**config.mk**
```make
export PLATFORM = sky130hd
export DESIGN_NAME = entropy_poll_ctrl
export DESIGN_NICKNAME = d
export VERILOG_FILES = /design/src/rtl/entropy_poll_ctrl.sv
export SDC_FILE = /design/constraint.sdc
export NUM_CORES = 1
export LEC_CHECK = 0
export CAP_MARGIN = 20
export CELL_PAD_IN_SITES_DETAIL_PLACEMENT = 1
export CELL_PAD_IN_SITES_GLOBAL_PLACEMENT = 2
export CORE_MARGIN = 1
export CORE_UTILIZATION = 29
export DETAILED_ROUTE_END_ITERATION = 6
export PLACE_DENSITY_LB_ADDON = 0.1
export SLEW_MARGIN = 40
export SYNTH_ARGS = -nofsm -noshare
export SYNTH_HDL_FRONTEND = slang
export SYNTH_SLANG_ARGS = --single-unit
```
**constraint.sdc**
```tcl
create_clock -name g_clk -period 3.25 [get_ports g_clk]
set_input_delay 0.4875 -clock g_clk [delete_from_list [all_inputs] [get_ports g_clk]]
set_output_delay 0.4875 -clock g_clk [all_outputs]
set_load 0.005 [all_outputs]
```
**src/rtl/entropy_poll_ctrl.sv**
```systemverilog
// Entropy source controller answering pollentropy loads at POLLENTROPY_PADDR.
// Optional repetition count health test enabled by defining POLLENTROPY_RCT_EN.
`timescale 1ns/1ps
module entropy_poll_ctrl #(
    parameter logic [31:0] POLLENTROPY_PADDR = 32'h7000_0000,
    parameter int          FIFO_DEPTH        = 4,
    parameter int          BIST_SAMPLES      = 64,
    parameter int          RCT_CUTOFF        = 32
) (
    input  logic        g_clk,
    input  logic        g_reset,
    input  logic        noise_valid,
    input  logic        noise_bit,
    input  logic        mem_req,
    output logic        mem_gnt,
    input  logic        mem_wen,
    input  logic [3:0]  mem_strb,
    input  logic [31:0] mem_wdata,
    input  logic [31:0] mem_addr,
    output logic        mem_recv,
    input  logic        mem_ack,
    output logic        mem_error,
    output logic [31:0] mem_rdata,
    output logic        dead
);

    // state   | meaning
    // ST_BIST | start-up self test, samples counted, nothing buffered
    // ST_RUN  | words pushed to FIFO; OPST is ES16 or WAIT by FIFO occupancy
    // ST_DEAD | health test failed, sticky until reset

    localparam int AW  = $clog2(FIFO_DEPTH);
    localparam int SCW = $clog2(BIST_SAMPLES + 1);

    localparam logic [1:0] OPST_BIST = 2'b00;
    localparam logic [1:0] OPST_WAIT = 2'b01;
    localparam logic [1:0] OPST_ES16 = 2'b10;
    localparam logic [1:0] OPST_DEAD = 2'b11;

    typedef enum logic [1:0] {
        ST_BIST = 2'b00,
        ST_RUN  = 2'b01,
        ST_DEAD = 2'b11
    } state_t;

    state_t           r_state;
    state_t           w_state_nxt;

    logic [15:0]      r_sr;
    logic [3:0]       r_bit_cnt;
    logic [SCW-1:0]   r_sample_cnt;

    logic [15:0]      r_fifo [FIFO_DEPTH];
    logic [AW:0]      r_wr_ptr;
    logic [AW:0]      r_rd_ptr;

    logic             r_recv;
    logic             r_error;
    logic [31:0]      r_rdata;

    logic             w_sample;
    logic [15:0]      w_sr_nxt;
    logic             w_word_done;
    logic             w_rct_fail;
    logic [AW:0]      w_count;
    logic             w_empty;
    logic             w_full;
    logic [1:0]       w_opst;
    logic [15:0]      w_seed;
    logic             w_accept;
    logic             w_read_ok;
    logic             w_pop;
    logic             w_push;
    logic             w_unused;

    assign w_sample    = noise_valid && (r_state != ST_DEAD);
    assign w_sr_nxt    = {r_sr[14:0], noise_bit};
    assign w_word_done = w_sample && (r_bit_cnt == 4'd15);

`ifdef POLLENTROPY_RCT_EN
    localparam int RCW = $clog2(RCT_CUTOFF + 1);

    logic [RCW-1:0] r_run_cnt;
    logic [RCW-1:0] w_run_nxt;

    // r_sr[0] is the previous sample; a zero run count means there is none yet
    always_comb begin
        w_run_nxt = RCW'(1);
        if ((r_run_cnt != '0) && (noise_bit == r_sr[0]))
            w_run_nxt = r_run_cnt + 1'b1;
    end

    assign w_rct_fail = w_sample && (w_run_nxt == RCW'(RCT_CUTOFF));

    always_ff @(posedge g_clk or posedge g_reset) begin
        if (g_reset)
            r_run_cnt <= '0;
        else if (w_sample)
            r_run_cnt <= w_run_nxt;
    end
`else
    assign w_rct_fail = 1'b0;
`endif

    always_comb begin
        w_state_nxt = r_state;
        case (r_state)
            ST_BIST: begin
                if (w_rct_fail)
                    w_state_nxt = ST_DEAD;
                else if (w_sample && (r_sample_cnt == SCW'(BIST_SAMPLES - 1)))
                    w_state_nxt = ST_RUN;
            end
            ST_RUN: begin
                if (w_rct_fail)
                    w_state_nxt = ST_DEAD;
            end
            ST_DEAD: w_state_nxt = ST_DEAD;
            default: w_state_nxt = ST_DEAD;
        endcase
    end

    always_ff @(posedge g_clk or posedge g_reset) begin
        if (g_reset)
            r_state <= ST_BIST;
        else
            r_state <= w_state_nxt;
    end

    always_ff @(posedge g_clk or posedge g_reset) begin
        if (g_reset) begin
            r_sr         <= '0;
            r_bit_cnt    <= '0;
            r_sample_cnt <= '0;
        end else if (w_sample) begin
            r_sr      <= w_sr_nxt;
            r_bit_cnt <= r_bit_cnt + 4'd1;
            if (r_state == ST_BIST)
                r_sample_cnt <= r_sample_cnt + 1'b1;
        end
    end

    assign w_count = r_wr_ptr - r_rd_ptr;
    assign w_empty = (w_count == '0);
    assign w_full  = w_count[AW];

    always_comb begin
        w_opst = OPST_DEAD;
        case (r_state)
            ST_BIST: w_opst = OPST_BIST;
            ST_RUN:  w_opst = w_empty ? OPST_WAIT : OPST_ES16;
            default: w_opst = OPST_DEAD;
        endcase
    end

    assign w_seed    = (w_opst == OPST_ES16) ? r_fifo[r_rd_ptr[AW-1:0]] : 16'h0;
    assign w_accept  = mem_req && !r_recv;
    assign w_read_ok = !mem_wen && (mem_addr == POLLENTROPY_PADDR);
    assign w_pop     = w_accept && w_read_ok && (w_opst == OPST_ES16);
    // a full FIFO still takes the new word when the head leaves in the same cycle
    assign w_push    = w_word_done && (r_state == ST_RUN) && (!w_full || w_pop) && !w_rct_fail;

    always_ff @(posedge g_clk) begin
        if (w_push)
            r_fifo[r_wr_ptr[AW-1:0]] <= w_sr_nxt;
    end

    always_ff @(posedge g_clk or posedge g_reset) begin
        if (g_reset) begin
            r_wr_ptr <= '0;
            r_rd_ptr <= '0;
        end else if (w_rct_fail) begin
            r_wr_ptr <= '0;
            r_rd_ptr <= '0;
        end else begin
            if (w_push)
                r_wr_ptr <= r_wr_ptr + 1'b1;
            if (w_pop)
                r_rd_ptr <= r_rd_ptr + 1'b1;
        end
    end

    always_ff @(posedge g_clk or posedge g_reset) begin
        if (g_reset) begin
            r_recv  <= 1'b0;
            r_error <= 1'b0;
            r_rdata <= '0;
        end else if (w_accept) begin
            r_recv  <= 1'b1;
            r_error <= !w_read_ok;
            r_rdata <= w_read_ok ? {w_opst, 14'b0, w_seed} : 32'h0;
        end else if (r_recv && mem_ack) begin
            r_recv <= 1'b0;
        end
    end

    assign mem_gnt   = !r_recv;
    assign mem_recv  = r_recv;
    assign mem_error = r_error;
    assign mem_rdata = r_rdata;
    assign dead      = (r_state == ST_DEAD);

    assign w_unused = ^{mem_strb, mem_wdata, r_sr[15]};

endmodule

```
# --- After elaboration in Yosys (flattened, before gate mapping) ---
# Memories as Yosys holds them, arrays and structs flattened.
# Index checks and enable logic that the tools add are counted.
op_classes:
  eq_ne: 8
  n_bitwise: 1
  reduce_logical: 20
  n_addsub: 5
  n_mux: 10
op_table:
  columns: ["operator", "count"]
  rows:
  - ["32-bit by 31-bit equality test with 1-bit output (second input constant)", 1]
  - ["32-bit 2-to-1 mux", 1]
  - ["16-bit 2-to-1 mux", 1]
  - ["1-bit logical AND", 10]
  - ["2-bit one-hot mux with 2 select lines", 2]
  - ["7-bit by 1-bit adder with 7-bit output (second input constant)", 1]
  - ["7-bit by 6-bit equality test with 1-bit output (second input constant)", 1]
  - ["3-bit by 1-bit adder with 3-bit output (second input constant)", 2]
  - ["4-bit by 1-bit adder with 4-bit output (second input constant)", 1]
  - ["2-bit equality test (second input constant)", 2]
  - ["4-bit equality test (second input constant)", 1]
  - ["1-bit zero test", 4]
  - ["1-bit 2-to-1 mux", 4]
  - ["2-bit 2-to-1 mux", 2]
  - ["2-bit != test (second input constant)", 2]
  - ["2-bit AND reduction", 2]
  - ["3-bit zero test", 1]
  - ["3-bit subtractor", 1]
  - ["2-bit by 1-bit equality test with 1-bit output (second input constant)", 1]
  - ["2-bit zero test", 1]
  - ["2-bit nonzero test", 1]
  - ["1-bit logical OR", 1]
  - ["1-bit inverter", 1]
totals:
  regBits: 68
  mem_bits_rw: 64
  memories: 1
  out_inout_bits: 36
mem_list:
  columns: ["memory", "depth", "word_bits", "rd", "rd_ports_with_merged_regs", "wr", "line_no", "text"]
  rows:
  - ["r_fifo", 4, 16, 1, 0, 1, "53", "logic [15:0] r_fifo [FIFO_DEPTH];"]

# --- Depth between registers and ports, before layout ---
depth:
  depth_word: 10
  ltp_mapped: 10

# --- Worst setup path before layout ---
# No wires, ideal clock.
synth_path:
  kind: "register -> register"
  startpoint: "register r_rd_ptr[1]"
  endpoint: "memory r_fifo[3][0], enable pin"
  setup_time_ns: 0.397
  arrival_time_ns: 2.535
  setup_slack_ns: 0.317
  required_time_ns: 2.853
  path_buffers: 2
  synth_period_minus_slack_ns: 2.933
  stages_incl_launch_ff: 8
  path_cell_list: "dfrtp_1 > clkbuf_1 > buf_1 > inv_1 > ha_1 > a21oi_1 > xor2_1 > a21oi_1"
synth_via:
  elab_chain_cells: 10
  elab_cells_between_ends: 11
synth_rtl:
  columns: ["element", "line_no", "text"]
  rows:
  - ["from (decl)", "55", "logic [AW:0] r_rd_ptr;"]
  - ["from (signal assigned)", "179", "r_rd_ptr <= r_rd_ptr + 1'b1;"]
  - ["3-bit subtractor (*)", "143", "assign w_count = r_wr_ptr - r_rd_ptr;"]
  - ["3-bit zero test", "144", "assign w_empty = (w_count == '0);"]
  - ["2-bit 2-to-1 mux", "151", "ST_RUN: w_opst = w_empty ? OPST_WAIT : OPST_ES16;"]
  - ["2-bit one-hot mux with 2 select lines", "149", "case (r_state)"]
  - ["2-bit equality test", "159", "assign w_pop = w_accept && w_read_ok && (w_opst == OPST_ES16);"]
  - ["1-bit logical AND", "159", null]
  - ["1-bit logical OR (*)", "161", "assign w_push = w_word_done && (r_state == ST_RUN) && (!w_full || w_pop) && !w_rct_fail;"]
  - ["1-bit logical AND (*)", "161", null]
  - ["1-bit 2-to-1 mux (*)", "164", "if (w_push)"]
  - ["1-bit 2-to-1 mux (implied by the code) (*)", "165", "r_fifo[r_wr_ptr[AW-1:0]] <= w_sr_nxt;"]
  - ["to (decl)", "53", null]
# Mark *: on every way between the ends. The rest lies on a longest branch, timed or not.

# --- Final worst setup path ---
layout_path:
  startpoint: "input port mem_addr[6]"
  endpoint: "memory r_fifo[1][11], enable pin"
layout_via:
  elab_chain_cells: 8
layout_rtl:
  columns: ["element", "line_no", "text"]
  rows:
  - ["from (decl)", "19", "input logic [31:0] mem_addr,"]
  - ["32-bit by 31-bit equality test with 1-bit output", "158", "assign w_read_ok = !mem_wen && (mem_addr == POLLENTROPY_PADDR);"]
  - ["1-bit logical AND", "158", null]
  - ["1-bit logical AND (2 in series)", "159", null]
  - ["1-bit logical OR", "161", null]
  - ["1-bit logical AND", "161", null]
  - ["1-bit 2-to-1 mux", "164", null]
  - ["1-bit 2-to-1 mux (implied by the code)", "165", null]
# Every way passes these cells.

==> results.yml <==
clock_tree:
  post-cts-setup-buffers: 0
  worst_skew_pair.late_latency_ns: 0.41
  clock-sinks: 118
  cts_tree: "yes"
  cts_buffers: 17
  ctsHtreeMaxLevel: 4
  clockBufferDepth: 2
  ctsResizeCount: 0
  clkTransAtPathRegs_ns: 0.05
  cts_hold_buffers: 0
  cts_root_buffer: "clkbuf_16"
global_route:
  grt_usage: 0.129
  grt-ovfl-total: 0
  antenna_found_initial: 0
  grt_pass1_vias: 2995
  use_met2: 0.203
  grt_most_used_layer: "met2"
  grtUsageMet3: 0.0428
  grt_pass1_wl_um: 16500
  gr-usage-met1: 0.158
  grt_max_degree: 55
setup_path:
  arrival_ns: 2.52
  cp_num_buf_inv: 2
  cp_slowest_cell: "or4_4"
  critical-path-top-delay-family: "simple AND/OR/NAND/NOR gates"
  path_max_fanout: 16
  endpoint_kind: "register"
  cp.required_ns: 3.37
  cp_slowest_stage_delay_ns: 0.54
  critPathKind: "input port to register"
  crit_path_start_kind: "input port"
  cp_cell_sequence: "clkdlybuf4s50_1 -> or4_4 -> nor4_4 -> nand3_1 -> a21oi_2 -> and2_1 -> buf_12"
floorplan:
  core_um2: 16500
  fp-row-count: 47
  die_w_um: 132
  ios: 111
  die_y_um: 132
  die-area_um2: 17300
  start_util: 0.295
yosys:
  synth.avg_cell_area_um2: 15.7
  yosysWarningCount: 0
  yosysSeqAreaShare: 0.671
  ys_types: 39
  ys.flop_type: "edfxtp_1"
  synth_edf_count: 64
  netlist_area_um2: 4880
  ys_seq_elements: 118
  netlist_instances: 311
  postSynth.asyncResetShare: 0.458
layout:
  final_area_um2: 6360
  fill_cells: 1714
  antenna_cells: 0
  multi_input_area_um2: 1410
  drive_gt1_frac: 0.222
  finalNonFillerCells: 621
  seq_area_um2: 3270
  syn_to_final_growth_pct: 30.3
  final_nets: 472
routing:
  drtIter0Drc: 161
  wl_um: 9980
  drc: 0
  vias: 2684
  ant_nets: 0
  dr.pass1.iters: 4
  wl_per_cell_um: 16.1
  vias_per_cell: 4.32
placement:
  port_buffers: 60
  place_inst: 589
  hpwl_um: 6330
  place_area_um2: 5770
  gp_congestion: 0.728
pwr:
  switching_power_mw: 0.974
  p_total_mw: 4.16
  p_leak_nw: 2.49
  pwr-share-seq: 0.468
  combPwrFrac: 0.084
  ir_worst_vdd_mv: 0.378
  p_int_mw: 3.18
  p_sw_frac: 0.234
  pwr-share-clk: 0.448
  p_per_area_nw_per_um2: 654
min_path:
  holdCritPathClass: "input port to async pin"
timing:
  rsz0062_at_grt: "no"
  period_minus_slack_ns: 2.40
  drv_slew: 0
  finalSetupTns_ns: 0
  fin_crit_sh: 0.740
  skew_ns: 0.00554
  hold_slack_ns: 0.458
  maxClockFrequency_mhz: 416
  finalHoldViolCount: 0
  setup_viol: 0
run:
  max_cap_violations: 0
status:
  status: "finished clean"
==> through the flow <==
step                utilization  worst slack [ns]
global route              0.385             0.711
global placement          0.349             0.384
CTS                       0.385             0.814
finish                    0.385             0.846
detailed placement        0.349             0.368
floorplan                     -             0.317
==> flip-flops by register name, summed over array words and instances (netlist names) <==
name          count
mem_recv          1
mem_rdata        18
r_rd_ptr          3
r_bit_cnt         4
r_wr_ptr          3
r_state           2
r_fifo           64
r_sample_cnt      7
r_sr             15
mem_error         1
==> cells in the final DEF, fill, tap and decap left out, types with 2 or more instances in the layout <==
cell | Yosys | routed
a21oi_1 | 4 | 4
and2_1 | 5 | 5
and3_1 | 3 | 3
and4_1 | 3 | 3
buf_12 | 0 | 4
buf_4 | 14 | 6
bufinv_16 | 0 | 3
clkbuf_16 | 0 | 17
clkdlybuf4s50_1 | 0 | 60
clkinv_1 | 0 | 2
clkinv_2 | 0 | 3
clkinvlp_4 | 0 | 5
conb_1 | 1 | 14
dfrtp_1 | 54 | 54
edfxtp_1 | 64 | 64
ha_1 | 9 | 9
inv_1 | 23 | 22
mux2_2 | 17 | 17
mux4_2 | 16 | 16
nand2_1 | 21 | 21
nand2b_1 | 2 | 2
nand3_1 | 5 | 5
nand4_1 | 3 | 3
nor2_1 | 2 | 2
nor2b_1 | 3 | 3
nor4_1 | 4 | 4
o21ai_0 | 11 | 11
o21ai_2 | 9 | 9
xnor2_1 | 7 | 7
xor2_1 | 8 | 8
==> layer usage <==
| layer | part of all wire | vias up |
|---|---|---|
| li1 | - | 1257 |
| met1 | 0.46 | 1326 |
| met2 | 0.47 | 87 |
| met3 | 0.050 | 14 |
| met4 | 0.019 | 0 |
| met5 | 0 | - |
==> worst min-delay path: stages <==
cell and delay [ns]:
clkdlybuf4s50_1 0.41, inv_2 0.07, buf_12 0.29
==> cells by family after synthesis <==
family / count (synthesis) / share of synthesized area
multiplexers: 35 / 0.118
adder cells (fa/ha/maj): 9 / 0.0231
AO/OA/AOI/OAI: 26 / 0.0351
buffers and inverters: 48 / 0.0503
other: 1 / 0.000768
flip-flops: 118 / 0.671
XOR/XNOR: 16 / 0.0303
AND/OR/NAND/NOR: 58 / 0.0713
==> cell type report <==
type	instances	area share
clock buffer	18	0.0675
clock inverter	14	0.0250
inverter	23	0.0136
multi-input combinational	158	0.222
sequential	118	0.515
tap	220	0.0433
timing repair buffer	70	0.114
==> power by group through the flow <==
stage | combinational (mW) | sequential, mW | clock, mW
finish | 0.350 | 1.95 | 1.86
floorplan | 0.246 | 1.92 | 0
CTS | 0.361 | 1.95 | 1.91
global route | 0.398 | 1.98 | 1.97
global placement | 0.347 | 1.97 | 0
detailed placement | 0.358 | 1.98 | 0
==> synth_stat cells, types with 4 or more instances <==
| cell | n | area share |
|---|---|---|
| edfxtp_1 | 64 | 0.39 |
| dfrtp_1 | 54 | 0.28 |
| inv_1 | 23 | 0.018 |
| nand2_1 | 21 | 0.016 |
| mux2_2 | 17 | 0.039 |
| mux4_2 | 16 | 0.074 |
| buf_4 | 14 | 0.022 |
| o21ai_0 | 11 | 0.011 |
| ha_1 | 9 | 0.023 |
| o21ai_2 | 9 | 0.016 |
| xor2_1 | 8 | 0.014 |
| xnor2_1 | 7 | 0.013 |
| and2_1 | 5 | 0.0064 |
| clkbuf_1 | 5 | 0.0038 |
| nand3_1 | 5 | 0.0051 |
| a21oi_1 | 4 | 0.0041 |
| buf_2 | 4 | 0.0041 |
| nor4_1 | 4 | 0.0051 |
==> final timing paths <==
check	startpoint	end	slack (ns)	cells past startpoint
max in group asynchronous	g_reset	r_sample_cnt[1]$_DFFE_PP0P_	2.52	3
max reg2reg	r_state[0]$_DFFE_PP0P_	r_fifo[1][11]$_DFFE_PP_	1.20	6
min	g_reset	mem_rdata[7]$_DFFE_PP0P_	0.46	3
max	mem_addr[6]	r_fifo[1][11]$_DFFE_PP_	0.85	7
min reg2reg	r_sample_cnt[6]$_DFFE_PP0P_	r_sample_cnt[6]$_DFFE_PP0P_	0.46	1
min in group g_clk	r_sample_cnt[6]$_DFFE_PP0P_	r_sample_cnt[6]$_DFFE_PP0P_	0.46	1
(Power assumes the default switching activity.)
